## src/rtl/mem_ctrl.sv

```systemverilog
// Memory controller: arbitrates instruction fetch and load-store requests onto a byte-wide RAM,
// serialising each access into per-byte cycles and assembling read data little-endian.
module mem_ctrl #(
  parameter int unsigned ADR_W = 32,
  parameter int unsigned DAT_W = 32
) (
  input  logic             clk,
  input  logic             rst,
  input  logic             en,
  input  logic [7:0]       mem_din,
  output logic [7:0]       mem_dout,
  output logic [ADR_W-1:0] mem_a,
  output logic             mem_wr,
  input  logic             io_buffer_full,
  input  logic             if_en_i,
  input  logic [ADR_W-1:0] if_adr_i,
  output logic             if_done_o,
  output logic [DAT_W-1:0] if_dat_o,
  input  logic             lsb_en_i,
  input  logic             lsb_rwen_i,
  input  logic [2:0]       lsb_len_i,
  input  logic [ADR_W-1:0] lsb_adr_i,
  input  logic [DAT_W-1:0] lsb_dat_i,
  output logic             lsb_done_o,
  output logic [DAT_W-1:0] lsb_dat_o,
  input  logic             br_flag_i
);

  localparam int unsigned NB = DAT_W / 8;

  typedef enum logic [2:0] {StIdle, StIfRd, StLsRd, StLsWr, StDone} state_e;

  state_e             state_q, state_d;
  logic [2:0]         cnt_q, cnt_d;
  logic [2:0]         len_q, len_d;
  logic [ADR_W-1:0]   adr_q, adr_d;
  logic [DAT_W-1:0]   dat_q, dat_d;
  logic               grant_lsb_q, grant_lsb_d;
  logic               last_lsb_q, last_lsb_d;
  logic               restart_q, restart_d;
  logic [ADR_W-1:0]   mem_a_q, mem_a_d;
  logic [7:0]         mem_dout_q, mem_dout_d;
  logic               mem_wr_q, mem_wr_d;
  logic               if_done_q, if_done_d;
  logic               lsb_done_q, lsb_done_d;
  logic [DAT_W-1:0]   if_dat_q, if_dat_d;
  logic [DAT_W-1:0]   lsb_dat_q, lsb_dat_d;

  logic [2:0]         lsb_len_n;
  logic [2:0]         nxt_cnt;
  logic [1:0]         cap_idx;
  logic [DAT_W-1:0]   dat_cap;
  logic [ADR_W-1:0]   wr_adr;
  logic [7:0]         wr_byte;
  logic               gnt_if, gnt_lsb;

  assign lsb_len_n = (lsb_len_i == 3'd1) ? 3'd1 : (lsb_len_i == 3'd2) ? 3'd2 : 3'd4;
  assign nxt_cnt   = cnt_q + 3'd1;
  assign cap_idx   = cnt_q[1:0] - 2'd1;
  assign wr_adr    = adr_q + ADR_W'(cnt_q);
  assign wr_byte   = dat_q[{cnt_q[1:0], 3'b000} +: 8];

  // Read data arriving now belongs to the byte whose address went out two edges ago.
  always_comb begin
    dat_cap = dat_q;
    for (int b = 0; b < NB; b++) begin
      if (cap_idx == b[1:0]) dat_cap[8*b +: 8] = mem_din;
    end
  end

  always_comb begin
    state_d     = state_q;
    cnt_d       = cnt_q;
    len_d       = len_q;
    adr_d       = adr_q;
    dat_d       = dat_q;
    grant_lsb_d = grant_lsb_q;
    last_lsb_d  = last_lsb_q;
    restart_d   = restart_q;
    mem_a_d     = mem_a_q;
    mem_dout_d  = mem_dout_q;
    mem_wr_d    = mem_wr_q;
    if_done_d   = if_done_q;
    lsb_done_d  = lsb_done_q;
    if_dat_d    = if_dat_q;
    lsb_dat_d   = lsb_dat_q;
    gnt_lsb     = 1'b0;
    gnt_if      = 1'b0;

    if (en) begin
      if_done_d  = 1'b0;
      lsb_done_d = 1'b0;
      unique case (state_q)
        StIdle: begin
          if (!br_flag_i) begin
            gnt_lsb = lsb_en_i && (!if_en_i || !last_lsb_q);
            gnt_if  = if_en_i && !gnt_lsb;
          end
          if (gnt_if || gnt_lsb) begin
            last_lsb_d  = gnt_lsb;
            grant_lsb_d = gnt_lsb;
            cnt_d       = 3'd0;
            restart_d   = 1'b0;
            if (gnt_if) begin
              adr_d   = if_adr_i;
              len_d   = 3'd4;
              dat_d   = '0;
              mem_a_d = if_adr_i;
              state_d = StIfRd;
            end else begin
              adr_d   = lsb_adr_i;
              len_d   = lsb_len_n;
              mem_a_d = lsb_adr_i;
              if (lsb_rwen_i) begin
                dat_d   = lsb_dat_i;
                state_d = StLsWr;
                if (!(lsb_adr_i[17:16] == 2'b11 && io_buffer_full)) begin
                  mem_wr_d   = 1'b1;
                  mem_dout_d = lsb_dat_i[7:0];
                  cnt_d      = 3'd1;
                end
              end else begin
                dat_d   = '0;
                state_d = StLsRd;
              end
            end
          end
        end
        StIfRd, StLsRd: begin
          if (br_flag_i) begin
            state_d   = StIdle;
            mem_a_d   = '0;
            restart_d = 1'b0;
          end else if (restart_q) begin
            mem_a_d   = adr_q;
            cnt_d     = 3'd0;
            dat_d     = '0;
            restart_d = 1'b0;
          end else begin
            if (nxt_cnt < len_q) mem_a_d = adr_q + ADR_W'(nxt_cnt);
            if (cnt_q != 3'd0) dat_d = dat_cap;
            cnt_d = nxt_cnt;
            if (cnt_q == len_q) begin
              state_d = StDone;
              if (grant_lsb_q) begin
                lsb_done_d = 1'b1;
                lsb_dat_d  = dat_cap;
              end else begin
                if_done_d = 1'b1;
                if_dat_d  = dat_cap;
              end
            end
          end
        end
        StLsWr: begin
          if (cnt_q == len_q) begin
            state_d    = StDone;
            mem_wr_d   = 1'b0;
            lsb_done_d = 1'b1;
          end else if (wr_adr[17:16] == 2'b11 && io_buffer_full) begin
            mem_wr_d = 1'b0;
          end else begin
            mem_a_d    = wr_adr;
            mem_dout_d = wr_byte;
            mem_wr_d   = 1'b1;
            cnt_d      = nxt_cnt;
          end
        end
        StDone: state_d = StIdle;
        default: state_d = StIdle;
      endcase
    end else if (state_q == StIfRd || state_q == StLsRd) begin
      // The RAM pipeline keeps running while frozen, so in-flight bytes are stale on resume.
      restart_d = 1'b1;
    end
  end

  always_ff @(posedge clk) begin
    if (rst) begin
      state_q     <= StIdle;
      cnt_q       <= 3'd0;
      len_q       <= 3'd0;
      adr_q       <= '0;
      dat_q       <= '0;
      grant_lsb_q <= 1'b0;
      last_lsb_q  <= 1'b0;
      restart_q   <= 1'b0;
      mem_a_q     <= '0;
      mem_dout_q  <= 8'd0;
      mem_wr_q    <= 1'b0;
      if_done_q   <= 1'b0;
      lsb_done_q  <= 1'b0;
      if_dat_q    <= '0;
      lsb_dat_q   <= '0;
    end else begin
      state_q     <= state_d;
      cnt_q       <= cnt_d;
      len_q       <= len_d;
      adr_q       <= adr_d;
      dat_q       <= dat_d;
      grant_lsb_q <= grant_lsb_d;
      last_lsb_q  <= last_lsb_d;
      restart_q   <= restart_d;
      mem_a_q     <= mem_a_d;
      mem_dout_q  <= mem_dout_d;
      mem_wr_q    <= mem_wr_d;
      if_done_q   <= if_done_d;
      lsb_done_q  <= lsb_done_d;
      if_dat_q    <= if_dat_d;
      lsb_dat_q   <= lsb_dat_d;
    end
  end

  assign mem_a      = mem_a_q;
  assign mem_dout   = mem_dout_q;
  assign mem_wr     = mem_wr_q & en;
  assign if_done_o  = if_done_q & en;
  assign lsb_done_o = lsb_done_q & en;
  assign if_dat_o   = if_dat_q;
  assign lsb_dat_o  = lsb_dat_q;

endmodule

```

## config.mk

```make
export PLATFORM = sky130hd
export DESIGN_NAME = mem_ctrl
export DESIGN_NICKNAME = d
export VERILOG_FILES = /design/src/rtl/mem_ctrl.sv
export SDC_FILE = /design/constraint.sdc
export NUM_CORES = 1
export LEC_CHECK = 0
export ABC_AREA = 1
export BUFFER_PORTS_ARGS = -buffer_cell sky130_fd_sc_hd__buf_4
export CORE_ASPECT_RATIO = 0.9
export CORE_MARGIN = 2
export CORE_UTILIZATION = 56
export DETAILED_ROUTE_END_ITERATION = 10
export PLACE_DENSITY = 0.8
export SLEW_MARGIN = 40
export SYNTH_ARGS = -nofsm -noshare
export SYNTH_HDL_FRONTEND = slang
export SYNTH_SLANG_ARGS = --single-unit
```

## constraint.sdc

```tcl
create_clock -name clk -period 3.11 [get_ports clk]
set_input_delay 0.1555 -clock clk [delete_from_list [all_inputs] [get_ports clk]]
set_output_delay 0.1555 -clock clk [all_outputs]
set_load 0.02 [all_outputs]
```

==> run summary, run 1 <==
Final Skew: 12.7 ps
fmax: 0.352 GHz
Detailed Place HPWL: 25000 um
gpl congestion: 0.969
final instance area: 13200 um2
core area: 19000 um2
WHS Path Cells: 3
CTS root buf: clkbuf_16
met2 wire len: 13900 um
crit share post-route: 91.4%
Post-Syn Area: 10700 um2
register area: 3640 um2
multi-input logic area: 5690 um2
Vias/cell: 5.49
Synth-to-Final Area Change: 22.9%
Clock transition at path regs: 70 ps
Top Ports: 222
post-route worst setup slack: 268 ps
die height: 135 um
initial antenna violation count: 0
vias in the first global route: 10700
CTS Buf Count: 17
nets@finish: 2074
Hold Path End: state_q[0]
clk sinks: 182
Rows: 48
Post-synth EDFFs: 0
R2R depth: 15
final hold vios: 0
drt initial violations: 1247
total track usage: 33.6%
final core occ: 69.6%
crit path kind: reg -> reg
Crit. Startpoint: cnt_q[0]
DP Worst Slack: 101 ps
synth top area cells: dfxtp_1 (34%), nand2_1 (14%), o21ai_0 (11%), inv_1 (9.5%), nand3_1 (7.0%)
syn avg cell area: 6.06 um2
WL/cell: 15.7 um
synthesis warning total: 0
WP data arrival: 3170 ps
H-tree depth: 4
min-delay src: lsb_rwen_i
Lkg Pwr: 6.35 nW
global route overflow: 0
Antenna Cells: 0
drt first pass iters: 6
area post-placement: 12500 um2
CP required: 3440 ps
flops & latches, synth: 182
Peak VDD IR: 0.371 mV
pwr/cell area: 590 nW/um2
asr flop ratio synth: 0%
share of layout cells above drive strength 1: 16.0%
die area: 20300 um2
min Tclk post-route: 2840 ps
setup_tns: 0 ps
Post-CTS Setup Bufs: 0
reg2reg end: mem_a[14]
leading area contributor after synthesis: dfxtp_1
Synth cell types: 38
via count: 12100
Slew HR: 45.1%
clk buf depth: 2
initial core utilization: 56.6%
syn nets: 1901
Detailed Route WL: 34600 um
DRC: 0
M1 WL: 15500 um
DR top layer: met4
ANT nets after route: 0
Slew Limit Fails: 0
final setup fails: 0
max-cap viol count: 0
routed wl met3: 4640 um
CTS tree: yes
crit-path max FO: 29
sequential area share after synthesis: 33.9%
r2r setup slk: 270 ps
status: complete, no violations
top cell type's share of synthesized area: 33.9%
Skew-Pair Late Insertion Delay: 440 ps
Setup crit start kind: flop
Top FF cell, synth: dfxtp_1
worst hold path class: in -> reg
Post-Synthesis Cells: 1771
global-route wire length before repair: 54400 um
largest net degree at the start of global routing: 70
r2r startpoint: cnt_q[0]
Worst setup EP type: flop
RSZ-0062 raised after global routing: false
Chip Width: 150 um
number of I/O port buffers: 221
Fill cells: 1716
total chip power: 0.00779 W
pin slew with the least headroom to its limit: 814 ps
how the worst max path moves through the flow:
stage                endpoint  slack, ps  cells after the start
floorplan           mem_a[17]        480                     13
global placement    mem_a[18]        300                     14
detailed placement  mem_a[12]        100                     14
CTS                  mem_a[7]         60                     14
global route         mem_a[9]         50                     16
finish              mem_a[14]        270                     15
cells in the mapped netlist (all sizes together) (3+ instances only):
cell type	n
nor3	8
ha	13
clkinv	4
dfxtp	182
xor2	7
clkbuf	71
buf	21
a21oi	137
nand2	401
o22ai	3
nand3	152
inv	277
a31oi	3
nor2	208
o21ai	250
nand4	15
or2	3
o211ai	7
layer usage:
metal  global-route usage (%)  up-vias
li1                         -     5965
met1                     50.1     5446
met2                     45.9      646
met3                     11.8       50
met4                     7.91        0
met5                        0        -
per-stage QoR:
step                hold WS (ps)  instances
finish                      27.4       2207
global route                56.9       2207
CTS                         22.5       2205
detailed placement           420       2172
global placement             409       2172
floorplan                    342       1771
layout make-up:
class	instances	area share, %
multi-input combinational	1218	43.1
clock buffer	18	3.33
tap	250	2.37
clock inverter	14	1.59
timing repair buffer	244	14.0
inverter	281	8.00
sequential	182	27.6
state kept, by name, summed over array words and instances (netlist names), 3 cells and up:
name       count
if_dat_o      32
len_q          3
state_q        3
mem_dout       8
lsb_dat_o     32
dat_q         32
adr_q         32
cnt_q          3
mem_a         32
worst max-delay path: stages (launching register included):
cell and delay [ps]:
dfxtp_1 450, ha_1 250, inv_1 70, fa_1 360, inv_1 90, nand3_1 100, nand2_2 150, nand2_2 120
clkinv_1 90, nand3_1 60, nand2_1 120, nor2_2 60, nand2_4 190, nand3_4 350, nor2_1 210, nor2_1 60
cell families (layout without fill, tap and decap cells):
group / count (synthesis) / in the layout / synth area share, %
AO/OA/AOI/OAI: 403 / 403 / 19.3
XOR/XNOR: 9 / 9 / 0.734
adder cells (fa/ha/maj): 15 / 15 / 1.89
buffers and inverters: 373 / 557 / 13.5
flip-flops: 182 / 182 / 33.9
AND/OR/NAND/NOR: 789 / 791 / 30.7
what timing repair did:
action,CTS,global route
resized for setup,0,5
endpoints found under the hold margin,8,0
hold buffers,1,0
setup endpoints to repair,0,39
placed cells by master, fill, tap and decap left out, types with 3 or more instances in the layout:
cell type and count:
nand2_2 7, inv_2 7, dfxtp_1 181, ha_1 13, o211ai_1 7, clkbuf_16 17
nand4_1 14, nor3_1 8, o21ai_1 7, inv_1 269, nand2_1 393, clkinv_1 4
o21ai_0 243, nand3_4 4, or2_2 3, nand3_1 150, inv_8 3, o22ai_1 3
xor2_1 7, a21oi_1 136, nor2_1 197, nor2_2 9, buf_4 242, clkinv_8 5
power by group:
group / leakage, nW / switching (W) / internal [W] / total, W
clock network: 0.315 / 0.00109 / 0.00126 / 0.00235
registers: 1.49 / 0.000315 / 0.00264 / 0.00296
logic: 4.55 / 0.00164 / 0.000839 / 0.00248
Power figures use the tool's default switching activity.
==> run 2: changes to the inputs <==
CELL_PAD_IN_SITES_DETAIL_PLACEMENT = 0   (was unset)
CELL_PAD_IN_SITES_GLOBAL_PLACEMENT = 1   (was unset)
CORE_UTILIZATION = 38   (was 56)
==> run 2 against run 1 <==
Against the previous run:
- non-clock buffer count stayed put
- clock skew is 12 ps higher
- power is 1.5% lower
- die area grew 46%
- core utilization shrank 22 points
- design area grew 0.62%
- sequential share of layout area fell by 0.18 points
- final cell count up 4.9%
- critical path type unchanged
- largest power group unchanged
==> run summary, run 2 (same netlist as run 1, synthesis figures left out) <==
status: complete, no violations
most frequent cells in the layout: nand2_1 (393), inv_1 (271), o21ai_0 (243)
pin slew with the least headroom to its limit: 860 ps (+45.6 ps)
Lkg Pwr: 6.33 nW (-0.33%)
initial antenna violation count: 0 (unchanged)
WP data arrival: 3180 ps (about the same)
pwr/cell area: 577 nW/um2 (-2.1%)
Clock transition at path regs: 80 ps (about the same)
die area: 29600 um2 (+46%)
Slew HR: 42.1% (-3.1 points)
final hold vios: 0 (unchanged)
Detailed Place HPWL: 27200 um (+9.0%)
max-cap viol count: 0 (unchanged)
drt initial violations: 1052 (-16%)
Synth-to-Final Area Change: 23.7%
Pint: 0.00457 W (-3.6%)
core area: 27900 um2 (+47%)
Top Ports: 222 (unchanged)
Slew Limit Fails: 0 (unchanged)
Flop pwr share: 38.8% (+0.8 points)
Antenna Cells: 0 (unchanged)
Cell Chain, Critical Path: inv_2 -> buf_4 -> fa_1 -> inv_1 -> nand3_1 -> nand2_2 -> nand2_2 -> clkinv_1 -> nand3_1 -> nand2_1 -> nor2_2 -> nand2_4 -> nand3_2 -> nor2_1 -> nor2_1
Cells after DPL: 2282 (+5.1%)
setup_tns: 0 ps (unchanged)
Final Skew: 24.4 ps (+11.7 ps)
Fill cells: 3045 (+77%)
total track usage: 24.7% (-8.9 points)
commonest non-fill, non-tap cell in the layout: nand2_1
Vias/cell: 5.06 (-7.8%)
CTS tree: yes
final setup fails: 0 (unchanged)
switching power: 0.00310 W (+1.8%)
CTS Buf Count: 17 (unchanged)
DRC: 0 (unchanged)
CP max-delay cell: dfxtp_1
clk sinks: 182 (unchanged)
crit-path max FO: 17 (-41%)
global route overflow: 0 (unchanged)
Worst path max stage delay: 530 ps (+80 ps)
largest net degree at the start of global routing: 70 (unchanged)
grt peak-use layer: met1
crit path kind: reg -> reg
Chip Width: 181 um (+21%)
vias in the first global route: 10500 (-1.6%)
CTS Hold Bufs: 1 (unchanged)
drt first pass iters: 5 (-1)
min Tclk post-route: 2860 ps (+17.4 ps)
Clk pwr share: 29.4% (-0.8 points)
Rows: 58 (+21%)
met1 Use GR: 39.5% (-11 points)
RSZ-0062 raised after global routing: false
share of layout cells above drive strength 1: 15.7% (-0.29 points)
nets@finish: 2072 (-0.096%)
ANT nets after route: 0 (unchanged)
Setup crit start kind: flop
global-route wire length before repair: 57800 um (+6.3%)
gpl congestion: 0.928 (-4.1%)
CTS root buf: clkbuf_16
worst hold path class: in -> reg
Skew-Pair Late Insertion Delay: 450 ps (about the same)
Worst setup EP type: flop
Detailed Route WL: 36700 um (+5.9%)
GR Util met3: 5.04% (-6.7 points)
Logic pwr share: 31.8% (about the same)
CTS resizes: 0 (unchanged)
fmax: 0.350 GHz (-0.61%)
switching part of the total power: 40.4% (+1.3 points)
number of I/O port buffers: 221 (unchanged)
Post-CTS Setup Bufs: 0 (unchanged)
WL/cell: 15.8 um (+0.99%)
initial core utilization: 38.5% (-18 points)
clk buf depth: 2 (unchanged)
Peak VDD IR: 0.391 mV (+5.3%)
GRT met2 Usage: 32.7% (-13 points)
via count: 11700 (-3.3%)
die height: 163 um (+21%)
H-tree depth: 4 (unchanged)
crit share post-route: 91.9% (+0.56 points)
CP required: 3430 ps (about the same)
final std cells w/o fill: 2315 (+4.9%)
run 2: cell types whose count changed in the layout (fill, tap and decap cells not counted), sizes merged:
| cell | before | now |
|---|---|---|
| bufinv | 2 | 0 |
| inv | 281 | 283 |
| nand3 | 154 | 152 |
run 2: worst max-delay path: cells and delay by family, from the launching register on:
family                     cells  cell delay, ps
and+or+nand+nor               10            1340
DFF                            1             530
buffers and inverters          4             460
adders and majority gates      1             420
run 2: path summary, 6_finish.rpt:
kind,startpoint,to,slack [ps],cells after the start
max,cnt_q[1],mem_dout[4],250,15
min,lsb_rwen_i,state_q[0],20,3
max reg2reg,cnt_q[1],mem_dout[4],250,15
min reg2reg,lsb_dat_o[12],lsb_dat_o[12],450,2
run 2: layout make-up:
type | instances | area [um2] | share of cell area, %
flip-flops and latches | 182 | 3640 | 27.4
clock inverters | 14 | 180 | 1.36
multi-input cells | 1216 | 5650 | 42.5
inverters | 281 | 1060 | 7.98
clock buffers | 18 | 429 | 3.23
repair buffers | 244 | 1870 | 14.1
well taps | 360 | 450 | 3.39
run 2: routing by layer:
layer  wire length [um]  part of all wire, %
met5                  0                    0
met4                392                  1.1
met3               2910                  7.9
met2              13800                   38
met1              19600                   53
run 2: power by group through the flow:
stage | clock (W) | sequential, W | combinational [W]
floorplan | 0 | 0.00303 | 0.00149
global placement | 0 | 0.00301 | 0.00239
detailed placement | 0 | 0.00302 | 0.00241
CTS | 0.00229 | 0.00297 | 0.00243
global route | 0.00239 | 0.00302 | 0.00276
finish | 0.00225 | 0.00298 | 0.00244
run 2: through the flow:
| step | power, W | setup WS (ps) | util (%) | area (um2) | hold slack, ps |
|---|---|---|---|---|---|
| 2_1_floorplan | 0.00452 | 482 | - | 10700 | 342 |
| 3_3_place_gp | 0.00540 | 378 | 45.4 | 12700 | 422 |
| 3_5_place_dp | 0.00543 | 316 | 45.5 | 12700 | 432 |
| 4_1_cts | 0.00768 | 300 | 47.7 | 13300 | 14.5 |
| 5_1_grt | 0.00816 | 17.5 | 47.7 | 13300 | 11.0 |
| 6_report | 0.00767 | 250 | 47.7 | 13300 | 22.7 |
==> run 3: changes to the inputs <==
HOLD_SLACK_MARGIN = 0.03   (was unset)
==> run 3 against run 2 <==
Against the previous run:
- routed wire length is 0.25% higher
- die area did not move
- clock power hardly changed
- combinational power barely moved
- setup slack worse by 5.4 ps
- largest power group unchanged
- critical path type unchanged
==> run summary, run 3 (same netlist as run 1, synthesis figures left out) <==
status: complete, no violations
CTS Buf Count: 17 (unchanged)
number of I/O port buffers: 221 (unchanged)
Clock transition at path regs: 80 ps (about the same)
min-delay src: lsb_len_i[2]
number of buffers and inverters on the critical path: 4 (unchanged)
Slew HR: 41.7% (-0.34 points)
largest net degree at the start of global routing: 70 (unchanged)
fmax: 0.349 GHz (-0.19%)
nets@finish: 2073 (+0.048%)
CTS root buf: clkbuf_16
initial core utilization: 38.5% (unchanged)
Largest delay share family, worst path: simple AND/OR/NAND/NOR gates
Detailed Place HPWL: 27200 um (unchanged)
clk sinks: 182 (unchanged)
Synth-to-Final Area Change: 23.8% (about the same)
global-route wire length before repair: 57800 um (about the same)
Vias/cell: 5.03 (-0.55%)
core area: 27900 um2 (unchanged)
clk buf depth: 2 (unchanged)
WP data arrival: 3190 ps (about the same)
CP required: 3430 ps (about the same)
crit share post-route: 92.1% (+0.17 points)
GR Util met3: 5.04% (unchanged)
Rows: 58 (unchanged)
share of layout cells above drive strength 1: 15.7% (+0.043 points)
Peak VDD IR: 0.391 mV (about the same)
pwr/cell area: 577 nW/um2 (about the same)
Skew-Pair Late Insertion Delay: 450 ps (about the same)
final core occ: 47.7% (about the same)
gpl congestion: 0.928 (unchanged)
most frequent cells in the layout: nand2_1 (392), inv_1 (271), o21ai_0 (243)
r2r setup slk: 250 ps (about the same)
final setup fails: 0 (unchanged)
reg2reg end: mem_dout[4]
WHS Path Cells: 4 (+1)
H-tree depth: 4 (unchanged)
die area: 29600 um2 (unchanged)
grt peak-use layer: met1
min Tclk post-route: 2860 ps (+5.36 ps)
drt initial violations: 1028 (-2.3%)
worst hold path class: in -> reg
RSZ-0062 raised after global routing: false
vias in the first global route: 10500 (+0.11%)
Cell Chain, Critical Path: inv_2 -> buf_4 -> fa_1 -> inv_1 -> nand3_1 -> nand2_2 -> nand2_2 -> clkinv_1 -> nand3_1 -> nand2_1 -> nor2_2 -> nand2_4 -> nand3_2 -> nor2_1 -> nor2_1
Worst path max stage delay: 520 ps (about the same)
final hold vios: 0 (unchanged)
R2R depth: 15 (unchanged)
global route overflow: 0 (unchanged)
Hold Path End: len_q[0]
DRC: 0 (unchanged)
r2r startpoint: cnt_q[1]
commonest non-fill, non-tap cell in the layout: nand2_1
die height: 163 um (unchanged)
CTS tree: yes
total chip power: 0.00768 W (about the same)
Worst setup EP type: flop
Setup crit start kind: flop
initial antenna violation count: 0 (unchanged)
crit path kind: reg -> reg
worst slack on hold paths: 37.7 ps (+15.0 ps)
register area: 3640 um2 (unchanged)
Final Skew: 23.9 ps (-0.515 ps)
WL/cell: 15.9 um (+0.20%)
drt first pass iters: 6 (+1)
Chip Width: 181 um (unchanged)
max-cap viol count: 0 (unchanged)
crit-path max FO: 17 (unchanged)
instance count on the critical path: 15 (unchanged)
Slew Limit Fails: 0 (unchanged)
Fill cells: 3045 (unchanged)
via count: 11700 (-0.50%)
total track usage: 24.7% (about the same)
Top Ports: 222 (unchanged)
ANT nets after route: 0 (unchanged)
pin slew with the least headroom to its limit: 865 ps (+5.00 ps)
DP Worst Slack: 316 ps (unchanged)
GRT met2 Usage: 32.7% (+0.035 points)
met1 Use GR: 39.5% (unchanged)
post-route worst setup slack: 245 ps (-5.36 ps)
CP max-delay cell: dfxtp_1
setup_tns: 0 ps (unchanged)
multi-input logic area: 5650 um2 (about the same)
Lkg Pwr: 6.34 nW (+0.11%)
Antenna Cells: 0 (unchanged)
Detailed Route WL: 36700 um (+0.25%)
==> run 3: cell types whose count changed in the layout (fill, tap and decap cells not counted), sizes merged <==
| cell | before | now |
|---|---|---|
| dlygate4sd3 | 1 | 2 |
==> run 3: worst max-delay path by stage <==
stage                     from          end
global placement      cnt_q[1]    mem_a[16]
floorplan             cnt_q[0]    mem_a[17]
detailed placement    cnt_q[1]  mem_dout[6]
global route          cnt_q[1]  mem_dout[7]
finish                cnt_q[1]  mem_dout[4]
CTS                 state_q[2]   state_q[0]
==> run 3: per-layer routing <==
layer	vias to the layer above	wire length (um)
li1	5952	-
met1	5271	19500
met2	401	13800
met3	26	3000
met4	0	414
met5	-	0
==> run 3: per-stage QoR <==
stage | area (um2) | cells
2_1_floorplan | 10700 | 1771
3_3_place_gp | 12700 | 2282
3_5_place_dp | 12700 | 2282
4_1_cts | 13300 | 2316
5_1_grt | 13300 | 2316
6_report | 13300 | 2316
==> run 3: area by class of cell <==
type                       instances  area share, %
multi-input combinational       1216           42.5
sequential                       182           27.4
timing repair buffer             245           14.2
inverter                         281           7.97
tap                              360           3.39
clock buffer                      18           3.23
clock inverter                    14           1.35
==> run 3: worst min-delay path, delay by kind of cell <==
kind                   cells  cell delay [ps]
AOI/OAI and AO/OA          1               70
buffers and inverters      1               80
and+or+nand+nor            2              130
==> run 3: report_power, final <==
group / leakage (nW) / internal, W / switching, W
logic: 4.56 / 0.000836 / 0.00161
clock network: 0.294 / 0.00110 / 0.00115
registers: 1.49 / 0.00264 / 0.000337
==> run 3: repair_timing <==
| item | CTS | global route |
|---|---|---|
| buffers inserted | 0 | 0 |
| endpoints found under the hold margin | 8 | 0 |
| resized for setup | 0 | 1 |
| setup endpoints to repair | 0 | 1 |
| hold buffers | 2 | 0 |
